## config.mk

```make
export PLATFORM = sky130hd
export DESIGN_NAME = vga_palette_flat
export DESIGN_NICKNAME = d
export VERILOG_FILES = /design/src/rtl/vga_palette_if.sv /design/src/rtl/vga_palette.sv /design/src/flat_wrapper.sv
export SDC_FILE = /design/constraint.sdc
export NUM_CORES = 1
export LEC_CHECK = 0
export CORE_UTILIZATION = 35
export DETAILED_ROUTE_END_ITERATION = 8
export SYNTH_ARGS = -nofsm -noshare
export SYNTH_HDL_FRONTEND = slang
export SYNTH_SLANG_ARGS = --single-unit
```

## constraint.sdc

```tcl
create_clock -name clk -period 1.97 [get_ports clk]
set_input_delay 0.197 -clock clk [delete_from_list [all_inputs] [get_ports clk]]
set_output_delay 0.197 -clock clk [all_outputs]
set_load 0.03 [all_outputs]
```

## src/rtl/vga_palette_if.sv

```systemverilog
// Bus bundle between the pixel generator / host and the colour lookup table.
//
// Handshake: the pixel stream is valid-only. The palette never stalls, so
// there is no ready; a pixel is accepted on every rising clk edge where
// pix_valid is high, and rgb/rgb_valid present it exactly two edges later.
// The host port has no handshake either: wr_en and pal_restore act on the
// edge where they are sampled high, and rd_data follows rd_idx one edge later.
interface vga_palette_if #(
  parameter int IDX_W = 4
);
  // pixel stream in
  logic             pix_valid;
  logic [IDX_W-1:0] pix_idx;
  logic             pix_blink;
  logic             pix_blank;
  logic             frame_tick;
  // colour stream out
  logic             rgb_valid;
  logic [7:0]       rgb;
  logic             blink_phase;
  // host write / readback / restore
  logic             wr_en;
  logic [IDX_W-1:0] wr_idx;
  logic [7:0]       wr_data;
  logic [IDX_W-1:0] rd_idx;
  logic [7:0]       rd_data;
  logic             pal_restore;

  // generator + host side
  modport master (
    output pix_valid, pix_idx, pix_blink, pix_blank, frame_tick,
    output wr_en, wr_idx, wr_data, rd_idx, pal_restore,
    input  rgb_valid, rgb, blink_phase, rd_data
  );

  // palette side
  modport slave (
    input  pix_valid, pix_idx, pix_blink, pix_blank, frame_tick,
    input  wr_en, wr_idx, wr_data, rd_idx, pal_restore,
    output rgb_valid, rgb, blink_phase, rd_data
  );
endinterface

```

## src/rtl/vga_palette.sv

```systemverilog
// Programmable RGB332 colour lookup table with a 2-stage pixel pipeline,
// host write/readback port, restore-to-defaults and a frame-counted blink.
// Palette storage is a flop array so the 16-colour defaults exist straight
// out of reset without any initialisation sequence.
module vga_palette #(
  parameter int IDX_W        = 4,
  parameter int BLINK_FRAMES = 32
) (
  input  logic          clk,
  input  logic          rst_n,
  vga_palette_if.slave  bus
);

  localparam int         ENTRIES    = 2 ** IDX_W;
  localparam logic [7:0] BLINK_LAST = 8'(BLINK_FRAMES - 1);

  // Classic 16-colour decode; anything above 15 boots as black.
  function automatic logic [7:0] default_entry(input int idx);
    logic [7:0] val;
    case (idx)
      0:       val = 8'h00; // black
      1:       val = 8'hA0; // red
      2:       val = 8'h14; // green
      3:       val = 8'hFC; // yellow
      4:       val = 8'h03; // blue
      5:       val = 8'hA2; // magenta
      6:       val = 8'h16; // cyan
      7:       val = 8'hFF; // white
      8:       val = 8'h49; // gray
      9:       val = 8'hE0; // bright red
      10:      val = 8'h1C; // bright green
      11:      val = 8'hFD; // bright yellow
      12:      val = 8'h6F; // bright blue
      13:      val = 8'hE3; // bright magenta
      14:      val = 8'h5F; // bright cyan
      15:      val = 8'hFF; // white
      default: val = 8'h00;
    endcase
    return val;
  endfunction

  // ---------------------------------------------------------------------
  // Palette storage: one register per entry, each with its own default.
  // Lookups read pal[] before the edge, so a same-edge write or restore is
  // only seen by lookups from the following edge onwards.
  // ---------------------------------------------------------------------
  logic [7:0] pal [ENTRIES];

  for (genvar g = 0; g < ENTRIES; g++) begin : g_entry
    localparam logic [7:0] DEF = default_entry(g);
    logic [7:0] entry_q;

    // restore beats write; write only lands on the addressed entry
    always_ff @(posedge clk or negedge rst_n) begin
      if (!rst_n) begin
        entry_q <= DEF;
      end else if (bus.pal_restore) begin
        entry_q <= DEF;
      end else if (bus.wr_en && (bus.wr_idx == IDX_W'(g))) begin
        entry_q <= bus.wr_data;
      end
    end

    assign pal[g] = entry_q;
  end

  // ---------------------------------------------------------------------
  // Blink timing
  // ---------------------------------------------------------------------
  logic [7:0] blink_cnt_q, blink_cnt_d;
  logic       blink_phase_q, blink_phase_d;

  // count frame ticks; wrap and flip the phase after BLINK_FRAMES of them
  always_comb begin
    blink_cnt_d   = blink_cnt_q;
    blink_phase_d = blink_phase_q;
    if (bus.frame_tick) begin
      if (blink_cnt_q == BLINK_LAST) begin
        blink_cnt_d   = 8'h00;
        blink_phase_d = ~blink_phase_q;
      end else begin
        blink_cnt_d = blink_cnt_q + 8'h01;
      end
    end
  end

  // blink counter and phase registers
  always_ff @(posedge clk or negedge rst_n) begin
    if (!rst_n) begin
      blink_cnt_q   <= 8'h00;
      blink_phase_q <= 1'b0;
    end else begin
      blink_cnt_q   <= blink_cnt_d;
      blink_phase_q <= blink_phase_d;
    end
  end

  // ---------------------------------------------------------------------
  // Pixel pipeline stage 1: capture the incoming pixel attributes
  // ---------------------------------------------------------------------
  logic             s1_valid_q;
  logic [IDX_W-1:0] s1_idx_q;
  logic             s1_blink_q;
  logic             s1_blank_q;

  // register the pixel as presented; no stall, one pixel per clock
  always_ff @(posedge clk or negedge rst_n) begin
    if (!rst_n) begin
      s1_valid_q <= 1'b0;
      s1_idx_q   <= '0;
      s1_blink_q <= 1'b0;
      s1_blank_q <= 1'b0;
    end else begin
      s1_valid_q <= bus.pix_valid;
      s1_idx_q   <= bus.pix_idx;
      s1_blink_q <= bus.pix_blink;
      s1_blank_q <= bus.pix_blank;
    end
  end

  // ---------------------------------------------------------------------
  // Pixel pipeline stage 2: colour lookup
  // ---------------------------------------------------------------------
  logic [7:0] rgb_q, rgb_d;
  logic       rgb_valid_q, rgb_valid_d;

  // blank forces black, blink-on shows the background entry, else lookup;
  // idle slots always drive black
  always_comb begin
    rgb_d       = 8'h00;
    rgb_valid_d = s1_valid_q;
    if (s1_valid_q && !s1_blank_q) begin
      if (s1_blink_q && blink_phase_q) begin
        rgb_d = pal[0];
      end else begin
        rgb_d = pal[s1_idx_q];
      end
    end
  end

  // stage-2 output registers
  always_ff @(posedge clk or negedge rst_n) begin
    if (!rst_n) begin
      rgb_q       <= 8'h00;
      rgb_valid_q <= 1'b0;
    end else begin
      rgb_q       <= rgb_d;
      rgb_valid_q <= rgb_valid_d;
    end
  end

  // ---------------------------------------------------------------------
  // Host readback
  // ---------------------------------------------------------------------
  logic [7:0] rd_data_q;

  // sample the addressed entry every cycle
  always_ff @(posedge clk or negedge rst_n) begin
    if (!rst_n) begin
      rd_data_q <= 8'h00;
    end else begin
      rd_data_q <= pal[bus.rd_idx];
    end
  end

  assign bus.rgb         = rgb_q;
  assign bus.rgb_valid   = rgb_valid_q;
  assign bus.blink_phase = blink_phase_q;
  assign bus.rd_data     = rd_data_q;

endmodule
```

## src/flat_wrapper.sv

```systemverilog
// flat-port wrapper written by rule: the top's interface ports become plain ports
module vga_palette_flat 
#(
  parameter int IDX_W        = 4,
  parameter int BLINK_FRAMES = 32
)
  (clk, rst_n, bus_pix_valid, bus_pix_idx, bus_pix_blink, bus_pix_blank, bus_frame_tick, bus_wr_en, bus_wr_idx, bus_wr_data, bus_rd_idx, bus_pal_restore, bus_rgb_valid, bus_rgb, bus_blink_phase, bus_rd_data);
  vga_palette_if #(.IDX_W(IDX_W)) bus_i ();
  input  logic clk;
  input  logic rst_n;
  input wire logic [$bits(bus_i.pix_valid)-1:0] bus_pix_valid;
  input wire logic [$bits(bus_i.pix_idx)-1:0] bus_pix_idx;
  input wire logic [$bits(bus_i.pix_blink)-1:0] bus_pix_blink;
  input wire logic [$bits(bus_i.pix_blank)-1:0] bus_pix_blank;
  input wire logic [$bits(bus_i.frame_tick)-1:0] bus_frame_tick;
  input wire logic [$bits(bus_i.wr_en)-1:0] bus_wr_en;
  input wire logic [$bits(bus_i.wr_idx)-1:0] bus_wr_idx;
  input wire logic [$bits(bus_i.wr_data)-1:0] bus_wr_data;
  input wire logic [$bits(bus_i.rd_idx)-1:0] bus_rd_idx;
  input wire logic [$bits(bus_i.pal_restore)-1:0] bus_pal_restore;
  output wire logic [$bits(bus_i.rgb_valid)-1:0] bus_rgb_valid;
  output wire logic [$bits(bus_i.rgb)-1:0] bus_rgb;
  output wire logic [$bits(bus_i.blink_phase)-1:0] bus_blink_phase;
  output wire logic [$bits(bus_i.rd_data)-1:0] bus_rd_data;
  assign bus_i.pix_valid = bus_pix_valid;
  assign bus_i.pix_idx = bus_pix_idx;
  assign bus_i.pix_blink = bus_pix_blink;
  assign bus_i.pix_blank = bus_pix_blank;
  assign bus_i.frame_tick = bus_frame_tick;
  assign bus_i.wr_en = bus_wr_en;
  assign bus_i.wr_idx = bus_wr_idx;
  assign bus_i.wr_data = bus_wr_data;
  assign bus_i.rd_idx = bus_rd_idx;
  assign bus_i.pal_restore = bus_pal_restore;
  assign bus_rgb_valid = bus_i.rgb_valid;
  assign bus_rgb = bus_i.rgb;
  assign bus_blink_phase = bus_i.blink_phase;
  assign bus_rd_data = bus_i.rd_data;
  vga_palette #(.IDX_W(IDX_W), .BLINK_FRAMES(BLINK_FRAMES)) u_core (.clk(clk), .rst_n(rst_n), .bus(bus_i));
endmodule
```

* After elaboration in Yosys (flattened, before gate mapping) *
Cells that the tools add are included.

storage, ports and cells
  flip-flop bits (word level) = 161
  word-level logic and storage cells = 125

cells by class
  $add $sub $neg = 1
  magnitude comparators = 2
  eq/ne operators = 16
  mux-type cells = 41
  bitwise logic cells = 3
  reduce and logical (&&, ||, !) cells = 37

operators by type and width
  operator               count
  $mux W8                39
  $bmux W8 S4            2
  $eq A4 B4 Y1 const B   8
  $reduce_bool A2 Y1     16
  $logic_and A1 B1 Y1    18
  $eq A4 B3 Y1 const B   4
  $ge A5 B5 Y1 const B   2
  $not A4 Y5             2
  $add A8 B1 Y8 const B  1
  $eq A4 B2 Y1 const B   2
  $eq A8 B5 Y1 const B   1
  $eq A4 B1 Y1 const B   1
  $logic_not A4 Y1       1
  $reduce_and A2 Y1      1
  $logic_not A1 Y1       1
  $not A1 Y1             1

* Logic depth before layout (Yosys ltp) *
  word-level depth = 6
  depth in mapped cells = 7
  gate-level depth less buffers = 4

* Worst setup path after synthesis *
No wires, ideal clock.

  path kind = register to register
  start point = reg u_core.s1_idx_q[1]
  end point = reg u_core.rgb_q[7], in the netlist u_core.bus.rgb[7]
  arrival = 1562 ps
  required time = 1846 ps
  path slack = 284 ps
  cell stages (with the launch flop) = 7
  path buffers = 2
  cells stage by stage = dfrtp_1 > buf_6 > buf_12 > mux4_2 > mux2_2 > a22oi_1 > nand2_1

on the way
  cells in the longest elaborated chain, start to end = 6

RTL lines
  what                                        line                source
  start, declared                             vga_palette.sv:102  logic [IDX_W-1:0] s1_idx_q;
  start signal, assigned                      vga_palette.sv:115  s1_idx_q <= bus.pix_idx;
  $not A4 Y5 (implied by the code)            vga_palette.sv:136  rgb_d = pal[s1_idx_q];
  $bmux W8 S4                                 vga_palette.sv:136
  $mux W8 (implied by the code) (2 in a row)  vga_palette.sv:136
  $mux W8                                     vga_palette.sv:133  if (s1_blink_q && blink_phase_q) begin
  $mux W8                                     vga_palette.sv:132  if (s1_valid_q && !s1_blank_q) begin
  via u_core.rgb_d[7]                         vga_palette.sv:124  logic [7:0] rgb_q, rgb_d;
  end signal, assigned                        vga_palette.sv:147  rgb_q <= rgb_d;
  end, declared                               vga_palette.sv:124

The timed path passes the listed nets, and every way through them passes these cells. The select of a mux whose other input is x is not followed.
A chain may end at the register's enable or synchronous reset.

* Worst setup path in the final report *
  start point = reg u_core.s1_blank_q
  end point = reg u_core.rgb_q[0], in the netlist u_core.bus.rgb[0]

on the way
  cells in the longest elaborated chain, start to end = 3

RTL lines
  what                    line                source
  start, declared         vga_palette.sv:104  logic s1_blank_q;
  start signal, assigned  vga_palette.sv:117  s1_blank_q <= bus.pix_blank;
  $logic_not A1 Y1        vga_palette.sv:132
  $logic_and A1 B1 Y1     vga_palette.sv:132
  $mux W8                 vga_palette.sv:132
  via u_core.rgb_d[0]     vga_palette.sv:124

The timed path passes the listed nets, and every way through them passes these cells.

==> results.json <==
{
  "status": "completed",
  "drive_gt1_share_pct": 25.6,
  "worst_skew_pair.late_latency_ps": 430,
  "worst-r2r-cell-count": 4,
  "total_leakage_power_nw": 4.40,
  "power_per_cell_area_mw_per_mm2": 774,
  "routabilityCongestion": 0.858,
  "r2r_start": "u_core.s1_blank_q",
  "vias_in_the_first_global_route": 6869,
  "p_int_mw": 5.92,
  "die_area_mm2": 0.0255,
  "worst_ir_drop_vdd_v": 0.000537,
  "worst_setup_path_startpoint": "u_core.s1_blank_q",
  "synth_top_flop_cell": "dfrtp_1",
  "drt_pass1_iterations": 5,
  "finish.net_count": 894,
  "core_mm2": 0.0243,
  "cp_num_cells": 4,
  "final_antenna_net_count": 0,
  "antenna_found_initial": 0,
  "totalPowerFinal_mw": 8.18,
  "rows": 57,
  "clk_root_buf": "clkbuf_16",
  "ys_top_cells_by_count": "nand2_1 (196), dfrtp_1 (94), dfstp_2 (67)",
  "flow.area_growth_from_synthesis_pct": 21.4,
  "routedWlPerCell_um": 23.2,
  "quantity_of_i_o_buffers_inserted_on_ports": 45,
  "synth_area_per_cell_um2": 10.9,
  "die_height_um": 160,
  "layout_min_cycle_time_ps": 1860,
  "worstHoldPathType": "in -> reg",
  "maxCapViolCount": 0,
  "total_switching_power_mw": 2.26,
  "fmax_mhz": 537,
  "top_usage_layer": "met2",
  "clock_transition_at_the_register_clock_pins_on_the_worst_setup_and_hold_paths_after_cts_ps": 70,
  "setup-tns-final_ps": 0,
  "final-max-slew-violation-count": 0,
  "share_clk_of_total_power_pct": 41.6,
  "crit_buf_inv": 0,
  "stdcell_count": 1202,
  "hold_viol": 0,
  "syn-num-nets": 825,
  "grt_pass1_wl_um": 42700,
  "cts_hold_buf": 1,
  "io-pin-count": 46,
  "tritoncts.num_buffers": 17,
  "synth_top_cell_by_area": "dfrtp_1",
  "route.detailed.vias_per_inst": 5.77,
  "placed_cells_incl_taps": 1169,
  "timing.rr.end": "u_core.bus.rgb[0]",
  "synth_top_area_share_pct": 27.1,
  "critical_path.startpoint_type": "flip-flop",
  "synth_enable_flop_cells": 0,
  "regToRegSetupSlack_ps": 110,
  "cts_max_path_buffers": 2,
  "postSynthCellCount": 796,
  "synth-seq-cells": 161,
  "rsz0062_at_grt": "no",
  "initial_utilization_pct": 35.8,
  "cts_htree_levels": 4,
  "drt_drc_violations_left": 0,
  "share_seq_of_total_power_pct": 44.5,
  "ys_warn_count": 0,
  "met2_usage_pct": 35.6,
  "globalRouteTotalUtil_pct": 22.7,
  "critical_path_class": "reg -> reg",
  "fin_skew_ps": 8.76,
  "yosysMostFrequentCell": "nand2_1",
  "cp_data_arrival_time_ps": 2220,
  "ordered_list_of_cells_on_the_worst_path": "nand2b_1 -> nor2_1 -> a22oi_1 -> nand2_1",
  "num_antenna_cells": 0,
  "gr-total-overflow": 0,
  "num_vias": 6941,
  "timing.max_slew.rel_slack_pct": 20.9,
  "tritoncts_num_sinks": 161,
  "synth-seq-area-share_pct": 47.3,
  "async_sr_flop_fraction_pct": 100,
  "power_switching_share_pct": 27.6,
  "grt_util_met3_pct": 4.44,
  "routed_wl_um": 27900,
  "largest_delay_contributor_family_on_the_critical_path": "simple AND/OR/NAND/NOR gates",
  "met1_use_gr_pct": 30.8,
  "chipWidth_um": 160,
  "comb_power_share_pct": 13.9,
  "synthDistinctLibCells": 37,
  "netlist_area_mm2": 0.00870,
  "endpoint": "u_core.bus.rgb[0]",
  "synth.area.top_cells": "dfrtp_1 (27%), dfstp_2 (20%), mux4_2 (9.1%)",
  "report.final.setup_viol": 0,
  "timing_worst_slew_pin_value_ps": 1180,
  "crit_path_max_incr_delay_ps": 890,
  "grt_max_degree": 56,
  "slowest_stage": "nor2_1",
  "tritoncts": "yes",
  "endpoint_kind": "flip-flop",
  "critical_path.max_fanout": 8,
  "ctsResizeCount": 0,
  "worstPathRequired_ps": 2330,
  "post_cts.repair.setup_buffers": 0,
  "fin_crit_sh_pct": 94.5,
  "dr.first_iter.drc_count": 594,
  "place_hpwl_um": 18600
}
[power groups by stage]
stage / clock (mW) / combinational [mW] / sequential (mW)
finish: 3.40 / 1.14 / 3.64
global route: 3.59 / 1.23 / 3.66
CTS: 3.45 / 1.14 / 3.63
detailed placement: 0 / 1.13 / 3.69
global placement: 0 / 1.12 / 3.69
floorplan: 0 / 0.590 / 3.72
[kinds of logic (layout without fill, tap and decap cells)]
kind of cell               count (synthesis)  count (layout)  share of synthesized area, %
and+or+nand+nor                          341             341                          18.7
buffers and inverters                     73             155                          3.99
xor gates and xnor gates                   8               8                         0.806
muxes                                     96              96                          21.5
DFF                                      161             161                          47.3
adders and majority gates                  1               1                         0.144
AOI/OAI and AO/OA                        116             116                          7.60
[worst min path at each step]
stage	startpoint	end	slack (ps)	cells past startpoint
after global routing	bus_pal_restore	u_core.g_entry[4].entry_q[7]	200	2
after floorplan	rst_n	u_core.blink_cnt_q[0]	-100	0
after CTS	bus_pal_restore	u_core.g_entry[4].entry_q[7]	190	2
after detailed placement	rst_n	u_core.bus.rd_data[7]	220	1
after global placement	rst_n	u_core.bus.rd_data[7]	210	1
final	bus_pal_restore	u_core.g_entry[4].entry_q[7]	210	2
[metal layers]
metal | routed length [µm] | vias to the layer above
met2 | 13000 | 366
met3 | 2100 | 54
met1 | 11900 | 3518
met5 | 0 | -
li1 | - | 3003
met4 | 940 | 0
[registers in the layout, summed over array words and instances (netlist names)]
name / cells
u_core.g_entry.entry_q: 128
u_core.rgb_valid_d: 1
u_core.blink_cnt_q: 8
u_core.bus.rgb_valid: 1
u_core.bus.rd_data: 8
u_core.bus.blink_phase: 1
u_core.s1_blank_q: 1
u_core.s1_idx_q: 4
u_core.s1_blink_q: 1
u_core.bus.rgb: 8
[layout by cell type, fill, tap and decap left out, types with 14 or more instances in the layout]
master / count
a21oi_1: 55
a22oi_1: 16
buf_12: 14
buf_4: 62
clkbuf_16: 17
clkdlybuf4s50_1: 42
dfrtp_1: 93
dfstp_2: 67
mux2i_1: 24
mux4_1: 28
mux4_2: 35
nand2_1: 196
nand3_1: 30
nand3b_1: 64
nor2_1: 27
o21ai_0: 32
[final cells by class]
cell class / instances / area (µm²)
inverter: 2 / 7.51
clock buffer: 17 / 425
clock inverter: 15 / 173
timing repair buffer: 121 / 1190
tap: 324 / 405
sequential: 161 / 4110
fill: 2273 / 13800
multi-input combinational: 562 / 4240
[stage by stage]
stage	cell area (µm²)	setup slack (ps)	hold slack [ps]	utilization, %
after floorplan	8700	284	-98.6	-
after global placement	9950	54.4	213	40.9
after detailed placement	9950	51.1	216	40.9
after CTS	10600	135	192	43.4
after global routing	10600	74.6	202	43.4
final	10600	109	209	43.4
(Power assumes the default switching activity.)
